[src/rtl/alu_pkg.sv]
`timescale 1ns/1ps
`default_nettype none
// ============================================================================
// Module      : alu_pkg
// Description : ALU op codes, RV32I opcode constants and the decoded-control
//               record shared by the issue controller and its decoder.
// Revision    : 1.0 - initial release
// ============================================================================
package alu_pkg;

    localparam logic [3:0] c_ALU_AND   = 4'b0000;
    localparam logic [3:0] c_ALU_OR    = 4'b0001;
    localparam logic [3:0] c_ALU_SUM   = 4'b0010;
    localparam logic [3:0] c_ALU_EQUAL = 4'b0011;
    localparam logic [3:0] c_ALU_SLL   = 4'b0100;
    localparam logic [3:0] c_ALU_SRL   = 4'b0101;
    localparam logic [3:0] c_ALU_SRA   = 4'b0111;
    localparam logic [3:0] c_ALU_XOR   = 4'b1000;
    localparam logic [3:0] c_ALU_NOR   = 4'b1001;
    localparam logic [3:0] c_ALU_SUB   = 4'b1010;
    localparam logic [3:0] c_ALU_GE    = 4'b1100;
    localparam logic [3:0] c_ALU_GEU   = 4'b1101;
    localparam logic [3:0] c_ALU_SLT   = 4'b1110;
    localparam logic [3:0] c_ALU_SLTU  = 4'b1111;

    localparam logic [6:0] c_OPC_OP     = 7'b0110011;
    localparam logic [6:0] c_OPC_OP_IMM = 7'b0010011;
    localparam logic [6:0] c_OPC_LUI    = 7'b0110111;
    localparam logic [6:0] c_OPC_BRANCH = 7'b1100011;

    localparam logic [6:0] c_F7_ZERO = 7'b0000000;
    localparam logic [6:0] c_F7_ALT  = 7'b0100000;

    typedef struct packed {
        logic [3:0] alu_op;
        logic       use_imm;
        logic       zero_rs1;
        logic       is_branch;
        logic       br_inv;
        logic       br_use_zr;
        logic       illegal;
    } dec_t;

    // Shared OP / OP-IMM funct3 mapping; alt selects SUB and SRA.
    function automatic logic [3:0] f3_to_alu_op(input logic [2:0] funct3, input logic alt);
        logic [3:0] op;
        case (funct3)
            3'b000:  op = alt ? c_ALU_SUB : c_ALU_SUM;
            3'b001:  op = c_ALU_SLL;
            3'b010:  op = c_ALU_SLT;
            3'b011:  op = c_ALU_SLTU;
            3'b100:  op = c_ALU_XOR;
            3'b101:  op = alt ? c_ALU_SRA : c_ALU_SRL;
            3'b110:  op = c_ALU_OR;
            default: op = c_ALU_AND;
        endcase
        return op;
    endfunction

endpackage
`default_nettype wire

[src/rtl/alu_decoder.sv]
`timescale 1ns/1ps
`default_nettype none
// ============================================================================
// Module      : alu_decoder
// Description : Combinational map of opcode/funct3/funct7 to ALU control.
// Revision    : 1.0 - initial release
// ============================================================================
module alu_decoder
    import alu_pkg::*;
(
    input  logic [6:0] i_opcode,
    input  logic [2:0] i_funct3,
    input  logic [6:0] i_funct7,
    output dec_t       o_dec
);

    logic w_f7_zero;
    logic w_f7_alt;
    dec_t w_dec;

    assign w_f7_zero = (i_funct7 == c_F7_ZERO);
    assign w_f7_alt  = (i_funct7 == c_F7_ALT);

    always_comb begin
        w_dec        = '0;
        w_dec.alu_op = c_ALU_AND;
        case (i_opcode)
            c_OPC_OP: begin
                w_dec.alu_op  = f3_to_alu_op(i_funct3, i_funct7[5]);
                w_dec.illegal = !(w_f7_zero ||
                                  (w_f7_alt && (i_funct3 == 3'b000 || i_funct3 == 3'b101)));
            end
            c_OPC_OP_IMM: begin
                w_dec.use_imm = 1'b1;
                // ADDI has no SUB form: funct7 bits belong to the immediate there.
                w_dec.alu_op  = (i_funct3 == 3'b000) ? c_ALU_SUM
                                                     : f3_to_alu_op(i_funct3, i_funct7[5]);
                if (i_funct3 == 3'b001)
                    w_dec.illegal = !w_f7_zero;
                else if (i_funct3 == 3'b101)
                    w_dec.illegal = !(w_f7_zero || w_f7_alt);
            end
            c_OPC_LUI: begin
                w_dec.alu_op   = c_ALU_SUM;
                w_dec.use_imm  = 1'b1;
                w_dec.zero_rs1 = 1'b1;
            end
            c_OPC_BRANCH: begin
                w_dec.is_branch = 1'b1;
                case (i_funct3)
                    3'b000: begin
                        w_dec.alu_op    = c_ALU_SUB;
                        w_dec.br_use_zr = 1'b1;
                    end
                    3'b001: begin
                        w_dec.alu_op    = c_ALU_SUB;
                        w_dec.br_use_zr = 1'b1;
                        w_dec.br_inv    = 1'b1;
                    end
                    3'b100:  w_dec.alu_op  = c_ALU_SLT;
                    3'b101:  w_dec.alu_op  = c_ALU_GE;
                    3'b110:  w_dec.alu_op  = c_ALU_SLTU;
                    3'b111:  w_dec.alu_op  = c_ALU_GEU;
                    default: w_dec.illegal = 1'b1;
                endcase
            end
            default: w_dec.illegal = 1'b1;
        endcase

        // Illegal encodings flow as a plain AND with no side effects.
        if (w_dec.illegal) begin
            w_dec         = '0;
            w_dec.alu_op  = c_ALU_AND;
            w_dec.illegal = 1'b1;
        end
    end

    assign o_dec = w_dec;

endmodule
`default_nettype wire

[src/rtl/alu_issue_ctrl.sv]
`timescale 1ns/1ps
`default_nettype none
// ============================================================================
// Module      : alu_issue_ctrl
// Description : Two-stage issue/result pipeline driving an external ALU and
//               returning writeback and branch outcome over valid/ready.
// Revision    : 1.0 - initial release
// ============================================================================
module alu_issue_ctrl
    import alu_pkg::*;
#(
    parameter int XLEN = 32
) (
    input  logic            CLK_i,
    input  logic            RST_N_i,
    input  logic            IN_VALID_i,
    output logic            IN_READY_o,
    input  logic [6:0]      OPCODE_i,
    input  logic [2:0]      FUNCT3_i,
    input  logic [6:0]      FUNCT7_i,
    input  logic [4:0]      RD_ADDR_i,
    input  logic [XLEN-1:0] RS1_VAL_i,
    input  logic [XLEN-1:0] RS2_VAL_i,
    input  logic [XLEN-1:0] IMM_i,
    output logic [3:0]      ALU_OP_o,
    output logic [XLEN-1:0] ALU_RS1_o,
    output logic [XLEN-1:0] ALU_RS2_o,
    input  logic [XLEN-1:0] ALU_RD_i,
    input  logic            ALU_ZR_i,
    output logic            OUT_VALID_o,
    input  logic            OUT_READY_i,
    output logic            WB_EN_o,
    output logic [4:0]      WB_ADDR_o,
    output logic [XLEN-1:0] WB_DATA_o,
    output logic            BR_TAKEN_o,
    output logic            ILLEGAL_o
);

    dec_t w_dec;
    logic w_s2_adv;
    logic w_s1_adv;
    logic w_accept;

    // Issue stage
    logic            s1_valid_q,     s1_valid_d;
    logic [3:0]      s1_op_q,        s1_op_d;
    logic [XLEN-1:0] s1_rs1_q,       s1_rs1_d;
    logic [XLEN-1:0] s1_rs2_q,       s1_rs2_d;
    logic [4:0]      s1_rd_q,        s1_rd_d;
    logic            s1_is_br_q,     s1_is_br_d;
    logic            s1_br_inv_q,    s1_br_inv_d;
    logic            s1_br_zr_q,     s1_br_zr_d;
    logic            s1_illegal_q,   s1_illegal_d;

    // Result stage
    logic            s2_valid_q,     s2_valid_d;
    logic            s2_wb_en_q,     s2_wb_en_d;
    logic [4:0]      s2_wb_addr_q,   s2_wb_addr_d;
    logic [XLEN-1:0] s2_wb_data_q,   s2_wb_data_d;
    logic            s2_br_taken_q,  s2_br_taken_d;
    logic            s2_illegal_q,   s2_illegal_d;

    alu_decoder u_dec (
        .i_opcode (OPCODE_i),
        .i_funct3 (FUNCT3_i),
        .i_funct7 (FUNCT7_i),
        .o_dec    (w_dec)
    );

    assign w_s2_adv   = !s2_valid_q || OUT_READY_i;
    assign w_s1_adv   = s1_valid_q && w_s2_adv;
    assign IN_READY_o = !s1_valid_q || w_s1_adv;
    assign w_accept   = IN_VALID_i && IN_READY_o;

    // Operand fields only change on accept so the ALU inputs hold while idle.
    always_comb begin
        s1_valid_d   = s1_valid_q;
        s1_op_d      = s1_op_q;
        s1_rs1_d     = s1_rs1_q;
        s1_rs2_d     = s1_rs2_q;
        s1_rd_d      = s1_rd_q;
        s1_is_br_d   = s1_is_br_q;
        s1_br_inv_d  = s1_br_inv_q;
        s1_br_zr_d   = s1_br_zr_q;
        s1_illegal_d = s1_illegal_q;
        if (w_s1_adv)
            s1_valid_d = 1'b0;
        if (w_accept) begin
            s1_valid_d   = 1'b1;
            s1_op_d      = w_dec.alu_op;
            s1_rs1_d     = w_dec.zero_rs1 ? '0 : RS1_VAL_i;
            s1_rs2_d     = w_dec.use_imm ? IMM_i : RS2_VAL_i;
            s1_rd_d      = RD_ADDR_i;
            s1_is_br_d   = w_dec.is_branch;
            s1_br_inv_d  = w_dec.br_inv;
            s1_br_zr_d   = w_dec.br_use_zr;
            s1_illegal_d = w_dec.illegal;
        end
    end

    always_comb begin
        s2_valid_d    = s2_valid_q;
        s2_wb_en_d    = s2_wb_en_q;
        s2_wb_addr_d  = s2_wb_addr_q;
        s2_wb_data_d  = s2_wb_data_q;
        s2_br_taken_d = s2_br_taken_q;
        s2_illegal_d  = s2_illegal_q;
        if (w_s2_adv) begin
            s2_valid_d    = s1_valid_q;
            s2_wb_en_d    = s1_valid_q && !s1_is_br_q && !s1_illegal_q && (s1_rd_q != 5'd0);
            s2_br_taken_d = s1_valid_q && s1_is_br_q &&
                            (s1_br_zr_q ? (ALU_ZR_i ^ s1_br_inv_q) : ALU_RD_i[0]);
            s2_illegal_d  = s1_valid_q && s1_illegal_q;
            if (s1_valid_q) begin
                s2_wb_addr_d = s1_rd_q;
                s2_wb_data_d = ALU_RD_i;
            end
        end
    end

    always_ff @(posedge CLK_i or negedge RST_N_i) begin
        if (!RST_N_i) begin
            s1_valid_q    <= 1'b0;
            s1_op_q       <= c_ALU_AND;
            s1_rs1_q      <= '0;
            s1_rs2_q      <= '0;
            s1_rd_q       <= '0;
            s1_is_br_q    <= 1'b0;
            s1_br_inv_q   <= 1'b0;
            s1_br_zr_q    <= 1'b0;
            s1_illegal_q  <= 1'b0;
            s2_valid_q    <= 1'b0;
            s2_wb_en_q    <= 1'b0;
            s2_wb_addr_q  <= '0;
            s2_wb_data_q  <= '0;
            s2_br_taken_q <= 1'b0;
            s2_illegal_q  <= 1'b0;
        end else begin
            s1_valid_q    <= s1_valid_d;
            s1_op_q       <= s1_op_d;
            s1_rs1_q      <= s1_rs1_d;
            s1_rs2_q      <= s1_rs2_d;
            s1_rd_q       <= s1_rd_d;
            s1_is_br_q    <= s1_is_br_d;
            s1_br_inv_q   <= s1_br_inv_d;
            s1_br_zr_q    <= s1_br_zr_d;
            s1_illegal_q  <= s1_illegal_d;
            s2_valid_q    <= s2_valid_d;
            s2_wb_en_q    <= s2_wb_en_d;
            s2_wb_addr_q  <= s2_wb_addr_d;
            s2_wb_data_q  <= s2_wb_data_d;
            s2_br_taken_q <= s2_br_taken_d;
            s2_illegal_q  <= s2_illegal_d;
        end
    end

    assign ALU_OP_o    = s1_op_q;
    assign ALU_RS1_o   = s1_rs1_q;
    assign ALU_RS2_o   = s1_rs2_q;
    assign OUT_VALID_o = s2_valid_q;
    assign WB_EN_o     = s2_wb_en_q;
    assign WB_ADDR_o   = s2_wb_addr_q;
    assign WB_DATA_o   = s2_wb_data_q;
    assign BR_TAKEN_o  = s2_br_taken_q;
    assign ILLEGAL_o   = s2_illegal_q;

endmodule
`default_nettype wire

[config.mk]
export PLATFORM = sky130hd
export DESIGN_NAME = alu_issue_ctrl
export DESIGN_NICKNAME = d
export VERILOG_FILES = /design/src/rtl/alu_pkg.sv /design/src/rtl/alu_decoder.sv /design/src/rtl/alu_issue_ctrl.sv
export SDC_FILE = /design/constraint.sdc
export NUM_CORES = 1
export LEC_CHECK = 0
export CAP_MARGIN = 20
export CORE_AREA = 2 2 103 105
export CTS_CLUSTER_DIAMETER = 200
export DETAILED_ROUTE_END_ITERATION = 8
export DIE_AREA = 0 0 105 107
export DONT_BUFFER_PORTS = 1
export PLACE_DENSITY = 0.86
export SLEW_MARGIN = 20
export SYNTH_ARGS = -nofsm -noshare
export SYNTH_HDL_FRONTEND = slang
export SYNTH_SLANG_ARGS = --single-unit
[constraint.sdc]
create_clock -name CLK_i -period 1.9 [get_ports CLK_i]
set_clock_uncertainty 0.1 [all_clocks]
set_input_delay 0.285 -clock CLK_i [delete_from_list [all_inputs] [get_ports CLK_i]]
set_output_delay 0.285 -clock CLK_i [all_outputs]
set_load 0.01 [all_outputs]
-- After elaboration in Yosys (flattened, before gate mapping)
Cells that the tools add are included.
- bits in registers: 119
- bits of input ports: 155
- muxes and demuxes: 22
- bitwise operators: 1
- reductions and logical operators: 29
- equality and inequality tests: 12
- operators with widths (kind ; count):
    32-bit two-way mux ; 2
    4-bit one-hot mux with 7 select lines ; 1
    4-bit one-hot mux with 6 select lines ; 1
    7-bit by 6-bit equality test with 1-bit output (second input constant) ; 3
    4-bit one-hot mux with 5 select lines ; 1
    4-bit one-hot mux with 4 select lines ; 1
    3-bit equality test (second input constant) ; 4
    1-bit two-way mux ; 10
    10-bit two-way mux ; 1
    1-bit logical AND ; 9
    4-bit two-way mux ; 2
    7-bit by 5-bit equality test with 1-bit output (second input constant) ; 1
    7-bit equality test (second input constant) ; 1
    1-bit logical NOT ; 7
    7-bit logical NOT ; 1
    3-bit by 2-bit equality test with 1-bit output (second input constant) ; 2
    6-bit OR reduction ; 1
    1-bit logical OR ; 5
    5-bit nonzero test ; 1
    1-bit one-hot mux with 4 select lines ; 1
    2-bit OR reduction ; 2
    3-bit by 1-bit equality test with 1-bit output (second input constant) ; 1
    3-bit logical NOT ; 1
    3-bit two-way mux ; 1
    other kinds (4) ; 4

-- Depth between registers and ports, before layout
- depth in word-level cells: 8
- depth in mapped cells: 7
- mapped depth without buffers: 4

-- By module
From an unflattened synthesis, not the netlist that was laid out.
- cells, all modules: 429
- area, all modules: 5476.5 um^2
- modules (own cells, without submodules) (module ; cells each ; instances ; area each (um^2)):
    alu_issue_ctrl ; 377 ; 1 ; 5134.9
    alu_decoder ; 52 ; 1 ; 341.6

-- Worst setup path before layout
Ideal clock, no wire load.
- path type: reg2reg
- from: reg s2_valid_q (netlist: OUT_VALID_o)
- to: reg s2_wb_addr_q[0] (netlist: WB_ADDR_o[0])
- path buffers: 3
- arrival: 1531 ps
- path slack: 144 ps
- cell stages (with the launch flop): 7
- path through: dfrtp_1 -> nor2b_1 -> buf_2 -> nand2b_1 -> buf_2 -> buf_2 -> mux2_2
- longest elaborated chain between the ends: 3
- ends and longest elaborated chain (what ; RTL line ; RTL):
    start, declared ; alu_issue_ctrl.sv:56 ; logic s2_valid_q, s2_valid_d;
    start signal, assigned ; alu_issue_ctrl.sv:148 ; s2_valid_q <= s2_valid_d;
    1-bit logical NOT ; alu_issue_ctrl.sv:70 ; assign w_s2_adv = !s2_valid_q || OUT_READY_i;
    1-bit logical OR ; alu_issue_ctrl.sv:70 ;
    2-bit AND reduction (no source line) ; n/a ;
    end signal, assigned ; alu_issue_ctrl.sv:150 ; s2_wb_addr_q <= s2_wb_addr_d;
    end, declared ; alu_issue_ctrl.sv:58 ; logic [4:0] s2_wb_addr_q, s2_wb_addr_d;
Every way passes these cells.
A chain may end at the register's enable or synchronous reset.

-- Worst setup path after layout
- from: reg s2_valid_q (netlist: OUT_VALID_o)
- to: reg s1_rs2_q[6] (netlist: ALU_RS2_o[6])
- longest elaborated chain between the ends: 5
- ends and longest elaborated chain (what ; RTL line ; RTL):
    1-bit logical NOT ; alu_issue_ctrl.sv:70 ;
    1-bit logical OR ; alu_issue_ctrl.sv:70 ;
    1-bit logical AND ; alu_issue_ctrl.sv:71 ; assign w_s1_adv = s1_valid_q && w_s2_adv;
    1-bit logical OR ; alu_issue_ctrl.sv:72 ; assign IN_READY_o = !s1_valid_q || w_s1_adv;
    1-bit logical AND ; alu_issue_ctrl.sv:73 ; assign w_accept = IN_VALID_i && IN_READY_o;
    end signal, assigned ; alu_issue_ctrl.sv:142 ; s1_rs2_q <= s1_rs2_d;
    end, declared ; alu_issue_ctrl.sv:48 ; logic [XLEN-1:0] s1_rs2_q, s1_rs2_d;
Every way passes these cells.

==> out/qor.yml <==
power.density_nw_per_um2: 1000
critPathCaptureType: "register"
r2r_cells: 5
multi_input_area_sq_um: 2620
grt_overflow: 0
cap_violations: 0
die_w_microns: 105
root_buffer: "clkbuf_8"
grt_antenna_before_repair: 1
rsz0062_at_grt: "false"
setup_viol: 0
fp.dieH_microns: 107
worstSkewPairLatency_ps: 510
finalPower_mw: 8.33
ctsLongestPathBuffers: 2
ys.flop_type: "dfrtp_1"
vias: 6161
ant_nets: 0
cp-start-kind: "register"
syn-instance-count: 599
area_delta_synth_final_pct: 39.3
cts_tree: "yes"
wirelength_mm: 22.6
n_fill_cell: 509
violations: "negative hold slack"
timing.critical_path.fanout_max: 32
synth_edf_count: 0
required_ps: 2170
drt_first_iter_violations: 1047
synthDistinctLibCells: 47
syn_area_sq_um: 5980
clk_pin_slew_ps: 60
post-dp-hpwl_mm: 11.7
rr_startpoint: "OUT_VALID_o"
fp.dieArea_sq_um: 11200
period_needed_ps: 1880
arrival_ps: 2150
seqCellArea_sq_um: 2980
slew_viol_final: 0
htreeDepth: 4
placementRows: 37
outcome: "finished, violations left"
grt_pass1_vias: 6416
cts_buffers: 17
synth_warnings: 0
r2r_slack_ps: 20
grtUsageTotal: 0.409
route.detailed.drc: 0
drtPass1Iterations: 7
io_buffers: 0
critPathKind: "reg2reg"
worst_hold_slack_ps: -643
leakage_nw: 3.44
r2r-end: "ALU_RS2_o[6]"
async_flop_share: 1.00
syn_area_per_cell_sq_um: 9.98
cts_num_sinks: 119
via_per_inst: 7.03
irDropWorstVdd_v: 0.000658
hold_buffers: 144
fin_tns_setup_ps: 0
seq_area_frac_synth: 0.498
tightest_slew_ps: 603
boundaryPins: 265
min_path_type: "in2async"
core_area_sq_um: 10100
ys_seq_elements: 119
synth_fp_nets: 754
max_freq_ghz: 0.532
start_util: 0.593
wire_per_inst_microns: 25.8
fin_crit_sh: 0.989
grt_max_degree: 120
grt_pass1_wl_mm: 35.5
max_slew_margin: 0.598
drive_gt1_frac: 0.151
gp_congestion: 0.796
fin_nets: 883
finalHoldViolations: 119
-- placed cells by master, fill, tap and decap left out, types with 2 or more instances in the layout --
cell	instances
bufinv_16	7
inv_6	3
a31oi_1	34
dfrtp_1	119
nand2b_1	6
clkinv_4	3
o22a_1	2
o32ai_1	63
a21o_1	2
o31ai_1	6
clkbuf_16	16
mux2_2	37
a22o_1	32
nor2_1	36
buf_4	21
nand4_1	32
o21ai_0	4
a21oi_1	2
dlygate4sd3_1	141
nand2_1	97
buf_12	8
inv_1	34
-- worst max-delay path, cell delays in order (launching register included) --
cell and delay, ps:
dfrtp_1 400, nand3b_2 90, or3b_1 430, buf_12 210, o32ai_1 320, a31oi_1 170
-- synthesized netlist by cell type (2+ instances only) --
master / n / area [sq um]
nand2_1: 98 / 368
o22a_1: 2 / 17.5
dfrtp_1: 119 / 2980
buf_4: 2 / 15.0
nand4_1: 32 / 200
o31ai_1: 6 / 45.0
buf_1: 6 / 22.5
a22o_1: 32 / 280
a21o_1: 2 / 15.0
nor2_1: 36 / 135
o32ai_1: 64 / 561
a31oi_1: 35 / 219
inv_1: 34 / 128
o21ai_0: 4 / 20.0
mux2_2: 37 / 417
clkbuf_1: 22 / 82.6
nand2b_1: 6 / 37.5
a21oi_1: 3 / 15.0
buf_2: 31 / 155
-- per-stage QoR --
step	hold slack (ps)	setup slack, ps	area, sq um	std cells	utilization
after global placement	-108	97.6	6160	699	0.610
final	-643	20.9	8330	877	0.825
after floorplan	-111	144	5980	599	-
after global routing	-663	6.30	8330	877	0.825
after CTS	-651	126	8310	874	0.823
after detailed placement	-107	41.9	6160	699	0.610
-- flip-flops by register name, summed over array words and instances, names as in the netlist --
name,cells
WB_EN_o,1
s1_illegal_q,1
s1_valid_q,1
ILLEGAL_o,1
s1_rd_q,5
BR_TAKEN_o,1
ALU_RS1_o,32
s1_br_inv_q,1
ALU_OP_o,4
ALU_RS2_o,32
s1_br_zr_q,1
WB_DATA_o,32
WB_ADDR_o,5
OUT_VALID_o,1
s1_is_br_q,1
-- area by class of cell --
class,instances,area share
timing repair buffer,172,0.210
tap,136,0.0204
clock inverter,14,0.0324
clock buffer,17,0.0497
antenna,1,0.000300
sequential,119,0.357
inverter,35,0.0158
multi-input combinational,383,0.314
-- worst max-delay path by stage --
stage | from | end | depth (start not counted)
floorplan | OUT_VALID_o | WB_ADDR_o[0] | 6
global placement | OPCODE_i[3] | ALU_OP_o[3] | 5
detailed placement | OPCODE_i[3] | ALU_OP_o[0] | 5
CTS | OUT_VALID_o | ALU_RS2_o[15] | 5
global route | OUT_VALID_o | ALU_RS2_o[13] | 5
finish | OUT_VALID_o | ALU_RS2_o[6] | 5
-- cell families after synthesis --
logic type             Yosys count  share of synthesized area
AND/OR/NAND/NOR                187                      0.148
AO/OA/AOI/OAI                  157                      0.212
flip-flops                     119                      0.498
XOR/XNOR                         2                    0.00293
buffers and inverters           97                     0.0688
multiplexers                    37                     0.0697
-- layer usage --
metal	GRT usage	routed length, microns	vias to the layer above	share of wire
met2	0.667	10800	634	0.48
met4	0.227	1150	0	0.051
li1	-	-	2486	-
met3	0.123	2850	146	0.13
met5	0	0	-	0
met1	0.487	7770	2895	0.34
-- where the power goes --
group / internal (mW) / switching [mW]
clock: 2.54 / 1.23
sequential: 2.89 / 0.481
combinational: 0.610 / 0.584
total: 6.04 / 2.30
-- what timing repair did --
action / 4_1_cts / 5_1_grt
endpoints found under the hold margin: 224 / 119
setup endpoints to repair: 0 / 3
resized for setup: 0 / 2
setup buffers: 0 / 2
(Power assumes the default switching activity.)
